### src/rtl/playback_timer_pkg.sv
// Shared player-state encodings and mm:ss BCD time type for the playback timer
// and the state display stage.
package playback_timer_pkg;

  typedef enum logic [1:0] {
    StStop  = 2'd0,
    StPlay  = 2'd1,
    StPause = 2'd2
  } player_state_e;

  // Field order matches the track_len port: {min tens, min units, sec tens, sec units}.
  typedef struct packed {
    logic [3:0] min_tens;
    logic [3:0] min_units;
    logic [3:0] sec_tens;
    logic [3:0] sec_units;
  } bcd_time_t;

  // One-second increment with carries; 99:59 wraps to 00:00.
  function automatic bcd_time_t bcd_time_inc(bcd_time_t t);
    bcd_time_t n;
    n = t;
    if (t.sec_units == 4'd9) begin
      n.sec_units = 4'd0;
      if (t.sec_tens == 4'd5) begin
        n.sec_tens = 4'd0;
        if (t.min_units == 4'd9) begin
          n.min_units = 4'd0;
          n.min_tens  = (t.min_tens == 4'd9) ? 4'd0 : t.min_tens + 4'd1;
        end else begin
          n.min_units = t.min_units + 4'd1;
        end
      end else begin
        n.sec_tens = t.sec_tens + 4'd1;
      end
    end else begin
      n.sec_units = t.sec_units + 4'd1;
    end
    return n;
  endfunction

endpackage

### src/rtl/bcd_time_counter.sv
// mm:ss BCD elapsed-time counter; also exposes the value it would take on the
// next increment so the parent can detect track end on the same edge.
module bcd_time_counter
  import playback_timer_pkg::*;
(
  input  logic      clock,
  input  logic      reset,
  input  logic      clear,
  input  logic      inc,
  output bcd_time_t time_o,
  output bcd_time_t time_next_o
);

  bcd_time_t time_q, time_d, time_inc;

  always_comb begin
    time_inc = bcd_time_inc(time_q);
    time_d   = time_q;
    if (clear) begin
      time_d = '0;
    end else if (inc) begin
      time_d = time_inc;
    end
  end

  always_ff @(posedge clock or posedge reset) begin
    if (reset) begin
      time_q <= '0;
    end else begin
      time_q <= time_d;
    end
  end

  assign time_o      = time_q;
  assign time_next_o = time_inc;

endmodule

### src/rtl/playback_timer.sv
// Play/pause/stop player FSM with a one-second prescaler, mm:ss elapsed time
// and a one-cycle track_done pulse when the configured track length is reached.
module playback_timer
  import playback_timer_pkg::*;
#(
  parameter int unsigned CLKS_PER_SEC = 100_000_000
) (
  input  logic        clock,
  input  logic        reset,
  input  logic        play_pause,
  input  logic        stop,
  input  logic [15:0] track_len,
  output logic [1:0]  state,
  output logic [3:0]  BCD3,
  output logic [3:0]  BCD2,
  output logic [3:0]  BCD1,
  output logic [3:0]  BCD0,
  output logic        track_done
);

  localparam int unsigned PrescW = (CLKS_PER_SEC > 1) ? $clog2(CLKS_PER_SEC) : 1;
  localparam logic [PrescW-1:0] PrescMax = PrescW'(CLKS_PER_SEC - 1);

  logic [1:0]        state_q, state_d;
  logic [PrescW-1:0] presc_q, presc_d;
  logic              done_q, done_d;
  logic              tick, track_end, cnt_clear, cnt_inc;
  bcd_time_t         time_q, time_next;

  assign tick      = (state_q == StPlay) && (presc_q == PrescMax);
  assign track_end = tick && (track_len != 16'h0000) && (time_next == track_len);
  // stop discards a coincident tick; track end restarts from 00:00.
  assign cnt_clear = stop || track_end;
  assign cnt_inc   = tick && !stop;

  bcd_time_counter u_time (
    .clock       (clock),
    .reset       (reset),
    .clear       (cnt_clear),
    .inc         (cnt_inc),
    .time_o      (time_q),
    .time_next_o (time_next)
  );

  always_ff @(posedge clock or posedge reset) begin
    if (reset) begin
      state_q <= StStop;
      presc_q <= '0;
      done_q  <= 1'b0;
    end else begin
      state_q <= state_d;
      presc_q <= presc_d;
      done_q  <= done_d;
    end
  end

  always_comb begin
    state_d = state_q;
    presc_d = presc_q;
    if (stop) begin
      state_d = StStop;
      presc_d = '0;
    end else begin
      case (state_q)
        StStop: begin
          presc_d = '0;
          if (play_pause) state_d = StPlay;
        end
        StPlay: begin
          presc_d = tick ? '0 : presc_q + 1'b1;
          if (track_end) begin
            state_d = StStop;
          end else if (play_pause) begin
            state_d = StPause;
          end
        end
        StPause: begin
          if (play_pause) state_d = StPlay;
        end
        default: begin
          state_d = StStop;
          presc_d = '0;
        end
      endcase
    end
    done_d = track_end && !stop;
  end

  always_comb begin
    state                    = state_q;
    {BCD3, BCD2, BCD1, BCD0} = time_q;
    track_done               = done_q;
  end

endmodule

### config.mk
export PLATFORM = sky130hd
export DESIGN_NAME = playback_timer
export DESIGN_NICKNAME = d
export VERILOG_FILES = /design/src/rtl/playback_timer_pkg.sv /design/src/rtl/bcd_time_counter.sv /design/src/rtl/playback_timer.sv
export SDC_FILE = /design/constraint.sdc
export NUM_CORES = 1
export LEC_CHECK = 0
export BUFFER_PORTS_ARGS = -buffer_cell sky130_fd_sc_hd__clkbuf_2
export CAP_MARGIN = 20
export CORE_MARGIN = 1.5
export CORE_UTILIZATION = 52
export DETAILED_ROUTE_END_ITERATION = 8
export HOLD_SLACK_MARGIN = 0.12
export PLACE_DENSITY = 0.73
export SYNTH_ARGS = -nofsm -noshare
export SYNTH_HDL_FRONTEND = slang
export SYNTH_SLANG_ARGS = --single-unit
### constraint.sdc
create_clock -name clock -period 3.2 [get_ports clock]
set_input_delay 0.64 -clock clock [delete_from_list [all_inputs] [get_ports clock]]
set_output_delay 0.64 -clock clock [all_outputs]
set_load 0.05 [all_outputs]
==> metrics.txt, run 1 <==
status completed; Crit path required time approximately 3.4 ns; DR DRC count 0; Vias/cell 5.909; number of standard-cell rows in the floorplan 28; number of buffers between clock root and the deepest sink 2; global routing usage summed across all routing layers 24.25%; ranking of synthesized cells by area sky130_fd_sc_hd__dfrtp_1 (37%), sky130_fd_sc_hd__o21ai_0 (6.0%), sky130_fd_sc_hd__nand2_1 (5.1%), sky130_fd_sc_hd__a21oi_1 (4.1%), sky130_fd_sc_hd__nor2_1 (3.9%); ratio of cells with drive above 1 in the final layout 15.64%; Initial Util 53.47%; total iterations of the first detailed-routing run 4; Die Span X 80.79 um; weighted congestion at the end of routability-driven global placement 0.9097; overflow left after global routing 0; Die Span Y around 80 um; Crit path top cell by count sky130_fd_sc_hd__or4_1; library cell used as clock root buffer sky130_fd_sc_hd__clkbuf_8; reported max-cap violation count 0; clock tree from TritonCTS done; via total after detailed routing 2937; antenna violations before repair 0; cell with the most instances after synthesis sky130_fd_sc_hd__dfrtp_1; ANT cells 0; minimum setup slack in the final design 0.1996 ns; Net Count, Synth 411; proportion of netlist area held by the largest area contributor 36.58%; setup TNS after final layout 0 ns; dominant delay contributor by cell family on the critical path simple AND/OR/NAND/NOR gates; list of cells traversed by the critical path nor4_1 -> nand4_1 -> or4b_1 -> or4_1 -> buf_4 -> or4_1 -> a21oi_1; cell types with the highest counts after synthesis sky130_fd_sc_hd__dfrtp_1 (46), sky130_fd_sc_hd__nand2_1 (43), sky130_fd_sc_hd__o21ai_0 (38); fraction of registers with async set/reset 100.0%; hold-fix buffers at CTS 0; Sequential Power Share 45.7%; cell-internal power 988.4 uW; area of the core 5886 um2; slowest CP cell sky130_fd_sc_hd__or4_1; Leak Pwr around 1.5 nW; maximum ir drop on the vdd rail 0.2802 mV; sequential-to-total area share from yosys stat about 37%; Clock Power Share 37.7%; post-route ant nets 0; number of synthesized flops with an enable pin 0; Iter 0 DRT Violations 169; Distinct cells, synth 55; sw power approximately 370 uW; crit path capture type flip-flop; relative area change from synthesis to final layout 14.19%; Mapped Cells roughly 380; sum of buffers and inverters on the critical path 1; final critical-path share of the clock period 93.76%; clock tree skew after final layout roughly 0.012 ns; worst slack at placement between 0.15 and 0.2 ns; final count of negative-setup-slack endpoints 0; maximum clock frequency 0.3333 GHz; pin count of the biggest net entering global routing 47; worst slew margin relative to its limit 67.89%; CP Launch Type flip-flop; number of buffers created by CTS 5; post-layout instance area 3593 um2; number of post-CTS setup repair buffers 0; number of synthesis warnings 0; maximum net fanout on the critical path 34; wire length per cell after detailed routing 15.03 um; post_cts resized 0; clock period minus worst slack between 3 and 4 ns; total wire length 7.471 mm; final layout net count 448; Worst Hold Margin approximately 0.18 ns; type of the tightest min-delay check primary input to async pin; fraction of power consumed by combinational cells 16.6%; number of cells in the finished layout apart from fillers 497; total placed instance area between 3000 and 4000 um2; area of the die 6527 um2; primary flip-flop cell chosen by synthesis mapping sky130_fd_sc_hd__dfrtp_1; final slew viol count 0; synthesized area 3147 um2; fin util 61.05%; Worst Path Class, Setup flip-flop to flip-flop; I/O pin total 39; pin slew with the least headroom to its limit 0.4772 ns; # H-tree levels 2; placed wire-length estimate after detailed placement 5.285 mm; arrival time at the worst endpoint 3.24 ns; overall power after layout 1.360 mW; Port-buffer cells 38; Avg Cell Area, Syn about 8 um2; total power density per cell area 378.4 nW/um2; clk sinks 46; library cell with the largest summed area after synthesis sky130_fd_sc_hd__dfrtp_1; setup repair after global routing missed its margin no; clock slew at reported path FFs 0.09 ns; synthesized flop and latch total 46; number of hold-slack violations in the final timing report 0; first-pass GRT wire length 12.45 mm; later-pin clock latency in the skew report 0.31 ns; Placed Cells 487; Sw Share 27.31%; vias in the first global route 2683; largest stage delay on the critical path 0.58 ns
-- worst paths after layout --
path / from / endpoint / slack, ns / cells past startpoint
max reg2reg: presc_q[9]$_DFFE_PP0P_ / u_time.time_o[8]$_DFFE_PP0P_ / 0.20 / 7
max in group asynchronous: reset / presc_q[24]$_DFFE_PP0P_ / 2.60 / 3
min in group clock: presc_q[26]$_DFFE_PP0P_ / presc_q[26]$_DFFE_PP0P_ / 0.50 / 1
max: presc_q[9]$_DFFE_PP0P_ / u_time.time_o[8]$_DFFE_PP0P_ / 0.20 / 7
min reg2reg: presc_q[26]$_DFFE_PP0P_ / presc_q[26]$_DFFE_PP0P_ / 0.50 / 1
min: reset / u_time.time_o[7]$_DFFE_PP0P_ / 0.18 / 2
-- cells in the final DEF (no fill, tap or decap), types with 6 or more instances in the layout --
| master | Yosys | layout |
|---|---|---|
| sky130_fd_sc_hd__o31ai_1 | 6 | 6 |
| sky130_fd_sc_hd__nand4_1 | 8 | 8 |
| sky130_fd_sc_hd__nor4_1 | 12 | 12 |
| sky130_fd_sc_hd__buf_4 | 1 | 13 |
| sky130_fd_sc_hd__nand3_1 | 18 | 18 |
| sky130_fd_sc_hd__ha_1 | 7 | 7 |
| sky130_fd_sc_hd__and3_1 | 9 | 9 |
| sky130_fd_sc_hd__nand2_1 | 43 | 43 |
| sky130_fd_sc_hd__xor2_1 | 13 | 13 |
| sky130_fd_sc_hd__nor2_1 | 33 | 33 |
| sky130_fd_sc_hd__inv_1 | 9 | 8 |
| sky130_fd_sc_hd__nor2b_1 | 8 | 8 |
| sky130_fd_sc_hd__nand3b_1 | 7 | 7 |
| sky130_fd_sc_hd__xnor2_1 | 12 | 12 |
| sky130_fd_sc_hd__a21oi_1 | 26 | 26 |
| sky130_fd_sc_hd__o21ai_0 | 38 | 38 |
| sky130_fd_sc_hd__nor3_1 | 8 | 8 |
| sky130_fd_sc_hd__dfrtp_1 | 46 | 46 |
| sky130_fd_sc_hd__clkbuf_2 | 0 | 38 |
-- cell type report --
type | instances | area, um2
fillers | 530 | 2292
inverters | 9 | 33.78
well taps | 75 | 93.84
flip-flops and latches | 46 | 1151
multi-input cells | 306 | 1864
clock buffers | 5 | 68.82
repair buffers | 53 | 312.8
clock inverters | 3 | 68.82
-- power by group through the flow --
stage	sequential, mW	combinational [mW]	clock, mW
after floorplan	0.674	0.114	0
after global placement	0.633	0.219	0
after detailed placement	0.633	0.221	0
after CTS	0.622	0.222	0.525
after global routing	0.625	0.245	0.546
final	0.622	0.225	0.512
-- routing by layer --
| layer | GRT usage, % | wire (um) | share of wire [%] |
|---|---|---|---|
| met1 | 32.69 | 3565 | 48 |
| met2 | 40.00 | 3501 | 47 |
| met3 | 3.483 | 276 | 3.7 |
| met4 | 8.448 | 128 | 1.7 |
| met5 | 0 | 0 | 0 |
-- kinds of logic after synthesis --
kind of cell / Yosys count / share of synthesized area [%]
XOR/XNOR: 26 / 7.674
flip-flops: 46 / 36.58
AND/OR/NAND/NOR: 178 / 30.34
AO/OA/AOI/OAI: 91 / 16.94
multiplexers: 4 / 1.312
buffers and inverters: 32 / 4.373
adder cells (fa/ha/maj): 7 / 2.783
-- registers in the layout, indices dropped and copies added, names as in the netlist --
signal / cells
presc_q: 27
u_time.time_o: 16
state: 2
track_done: 1
-- worst reg2reg max path, delay by kind of cell, from the launching register on --
kind,cells,cell delay [ns]
AO/OA/AOI/OAI,1,0.16
buffers and inverters,1,0.27
flip-flops,1,0.45
AND/OR/NAND/NOR,5,2.07
(Power assumes the default switching activity.)
==> run 2: changes to the inputs <==
Settings changed: CELL_PAD_IN_SITES_DETAIL_PLACEMENT set to 0, CELL_PAD_IN_SITES_GLOBAL_PLACEMENT set to 2, CORE_MARGIN 1.5 to 2, CORE_UTILIZATION 52 to 35, PLACE_DENSITY 0.73 to not set, PLACE_DENSITY_LB_ADDON set to 0.1.
==> run 2 against run 1 <==
Clock power is 34% lower. Clock-buffer cell count up 2. Maximum frequency up 3.3%. Largest cell class unchanged. Combinational power rose by 8%. Critical endpoint is now presc_q[23]$_DFFE_PP0P_. Sequential power shrank 1%. First-iteration DRC count fell by 30%.
==> metrics.txt, run 2 (synthesis results as in run 1) <==
status completed (unchanged); Largest register FFs 27 (unchanged); Die Span X 98.82 um (was 80.79 um); Vias/cell 5.524 (was 5.909); DR DRC count 0 (unchanged); fraction of power consumed by combinational cells 20.4% (was 16.6%); Leak Pwr 1.499 nW (was 1.484 nW); number of post-CTS setup repair buffers 0 (unchanged); Worst Path Class, Setup flip-flop to flip-flop (unchanged); Sw Share 30.56% (was 27.31%); # H-tree levels 2 (unchanged); Crit path required time 3.38 ns (was 3.44 ns); number of cells in the finished layout apart from fillers 536 (was 497); placed wire-length estimate after detailed placement 6.234 mm (was 5.285 mm); clk sinks 46 (unchanged); Port-buffer cells 38 (unchanged); CP Launch Type flip-flop (unchanged); Reg2Reg Depth 10 (was 7); clock period minus worst slack 2.904 ns (was 3.000 ns); worst slew margin relative to its limit 60.44% (was 67.89%); ratio of cells with drive above 1 in the final layout 16.36% (was 15.64%); pin slew with the least headroom to its limit 0.5852 ns (was 0.4772 ns); number of buffers between clock root and the deepest sink 2 (unchanged); total power density per cell area 328.1 nW/um2 (was 378.4 nW/um2); setup TNS after final layout 0 ns (unchanged); commonest cells after routing, fill and taps aside sky130_fd_sc_hd__dfrtp_1 (46), sky130_fd_sc_hd__nand2_1 (43), sky130_fd_sc_hd__o21ai_0 (38), sky130_fd_sc_hd__clkbuf_2 (38), sky130_fd_sc_hd__nor2_1 (33) (unchanged); Sequential Power Share 51.3% (was 45.7%); ANT cells 0 (unchanged); clock tree skew after final layout 0.01227 ns (was 0.01221 ns); sw power 366.3 uW (was 371.4 uW); library cell used as clock root buffer sky130_fd_sc_hd__clkbuf_8 (unchanged); Iter 0 DRT Violations 118 (was 169); relative area change from synthesis to final layout 16.10% (was 14.19%); later-pin clock latency in the skew report 0.30 ns (was 0.31 ns); crit path capture type flip-flop (unchanged); first-pass GRT wire length 14.44 mm (was 12.45 mm); total wire length 8.630 mm (was 7.471 mm); hold-fix buffers at CTS 0 (unchanged); leading cell type in the layout, fill and taps excluded sky130_fd_sc_hd__dfrtp_1 (unchanged); clock slew at reported path FFs 0.09 ns (about the same); via total after detailed routing 2961 (was 2937); vias in the first global route 2873 (was 2683); number of hold-slack violations in the final timing report 0 (unchanged); arrival time at the worst endpoint 3.08 ns (was 3.24 ns); I/O pin total 39 (unchanged); R2R Path End presc_q[23]$_DFFE_PP0P_ (was u_time.time_o[8]$_DFFE_PP0P_); final layout net count 455 (was 448); clock tree from TritonCTS done (unchanged); worst setup slack for register-to-register paths 0.30 ns (was 0.20 ns); pin count of the biggest net entering global routing 47 (unchanged); maximum clock frequency 0.3443 GHz (was 0.3333 GHz); weighted congestion at the end of routability-driven global placement 0.8140 (was 0.9097); startpoint of the lowest-slack register-to-register path presc_q[9]$_DFFE_PP0P_ (unchanged); overflow left after global routing 0 (unchanged); final slew viol count 0 (unchanged); global routing usage summed across all routing layers 18.05% (was 24.25%); post-route ant nets 0 (unchanged); Placed Cells 528 (was 487); maximum ir drop on the vdd rail 0.1760 mV (was 0.2802 mV); reported max-cap violation count 0 (unchanged); maximum net fanout on the critical path 35 (was 34); number of buffers created by CTS 5 (unchanged); Reg with most FFs presc_q (unchanged); Initial Util 36.08% (was 53.47%); area of the die 9765 um2 (was 6527 um2); post_cts resized 0 (unchanged); cell-internal power 832.4 uW (was 988.4 uW); antenna violations before repair 0 (unchanged); total iterations of the first detailed-routing run 4 (unchanged); setup repair after global routing missed its margin no (unchanged); type of the tightest min-delay check primary input to async pin (unchanged); final count of negative-setup-slack endpoints 0 (unchanged); Clock Power Share 28.3% (was 37.7%); Die Span Y 98.82 um (was 80.79 um); number of standard-cell rows in the floorplan 34 (was 28); wire length per cell after detailed routing 16.10 um (was 15.03 um); final critical-path share of the clock period 90.75% (was 93.76%); area of the core 8721 um2 (was 5886 um2)
==> run 2: cell count changes in the layout (fill, tap and decap cells not counted), sizes merged <==
| cell | before | now |
|---|---|---|
| buf | 15 | 22 |
| bufinv | 2 | 0 |
| clkbuf | 43 | 45 |
| clkinv | 1 | 0 |
==> run 2: stage by stage <==
stage	util [%]	hold slack, ns	instance area [um2]	total power, mW	setup slack [ns]
2_1_floorplan	-	0.4536	3147	0.7872	0.1088
3_3_place_gp	40.79	0.4879	3557	0.8694	0.2949
3_5_place_dp	40.79	0.4880	3557	0.8708	0.2975
4_1_cts	41.66	0.5062	3633	1.216	0.2661
5_1_grt	41.89	0.3146	3654	1.266	0.04954
6_report	41.89	0.2886	3654	1.199	0.2959
==> run 2: worst max-delay path, cell delays in order (launching register included) <==
cell	delay, ns
sky130_fd_sc_hd__dfrtp_1	0.44
sky130_fd_sc_hd__nor4_1	0.32
sky130_fd_sc_hd__nand4_1	0.12
sky130_fd_sc_hd__or4b_1	0.46
sky130_fd_sc_hd__or4_1	0.60
sky130_fd_sc_hd__buf_12	0.21
sky130_fd_sc_hd__nand2_1	0.08
sky130_fd_sc_hd__buf_4	0.22
sky130_fd_sc_hd__nor2_1	0.07
sky130_fd_sc_hd__o21ai_0	0.15
sky130_fd_sc_hd__o41ai_1	0.09
==> run 2: worst max-delay path by stage <==
| stage | startpoint | depth (start not counted) | endpoint | slack, ns |
|---|---|---|---|---|
| after floorplan | u_time.time_o[4]$_DFFE_PP0P_ | 10 | state[1]$_DFFE_PP0P_ | 0.11 |
| after global placement | presc_q[9]$_DFFE_PP0P_ | 7 | u_time.time_o[8]$_DFFE_PP0P_ | 0.29 |
| after detailed placement | presc_q[9]$_DFFE_PP0P_ | 7 | u_time.time_o[8]$_DFFE_PP0P_ | 0.30 |
| after CTS | presc_q[9]$_DFFE_PP0P_ | 7 | u_time.time_o[8]$_DFFE_PP0P_ | 0.27 |
| after global routing | presc_q[9]$_DFFE_PP0P_ | 10 | presc_q[23]$_DFFE_PP0P_ | 0.05 |
| final | presc_q[9]$_DFFE_PP0P_ | 10 | presc_q[23]$_DFFE_PP0P_ | 0.30 |
==> run 2: power groups by stage <==
| stage | sequential [mW] | combinational [mW] | clock [mW] |
|---|---|---|---|
| final | 0.615 | 0.244 | 0.339 |
| after global routing | 0.618 | 0.270 | 0.377 |
| after CTS | 0.615 | 0.245 | 0.356 |
| after detailed placement | 0.627 | 0.244 | 0 |
| after global placement | 0.626 | 0.243 | 0 |
| after floorplan | 0.674 | 0.114 | 0 |
==> run 2: cell type report <==
| type | count | area, um2 |
|---|---|---|
| well taps | 108 | 135.1 |
| multi-input cells | 306 | 1864 |
| inverters | 9 | 33.78 |
| clock buffers | 7 | 76.32 |
| flip-flops and latches | 46 | 1151 |
| repair buffers | 60 | 392.9 |
| fillers | 897 | 5067 |
==> run 2: metal layers <==
metal	global-route usage (%)	up-vias	wire (um)
li1	-	1469	-
met1	25.25	1434	4248
met2	30.09	50	4048
met3	2.199	8	247
met4	4.004	0	86
met5	0	-	0
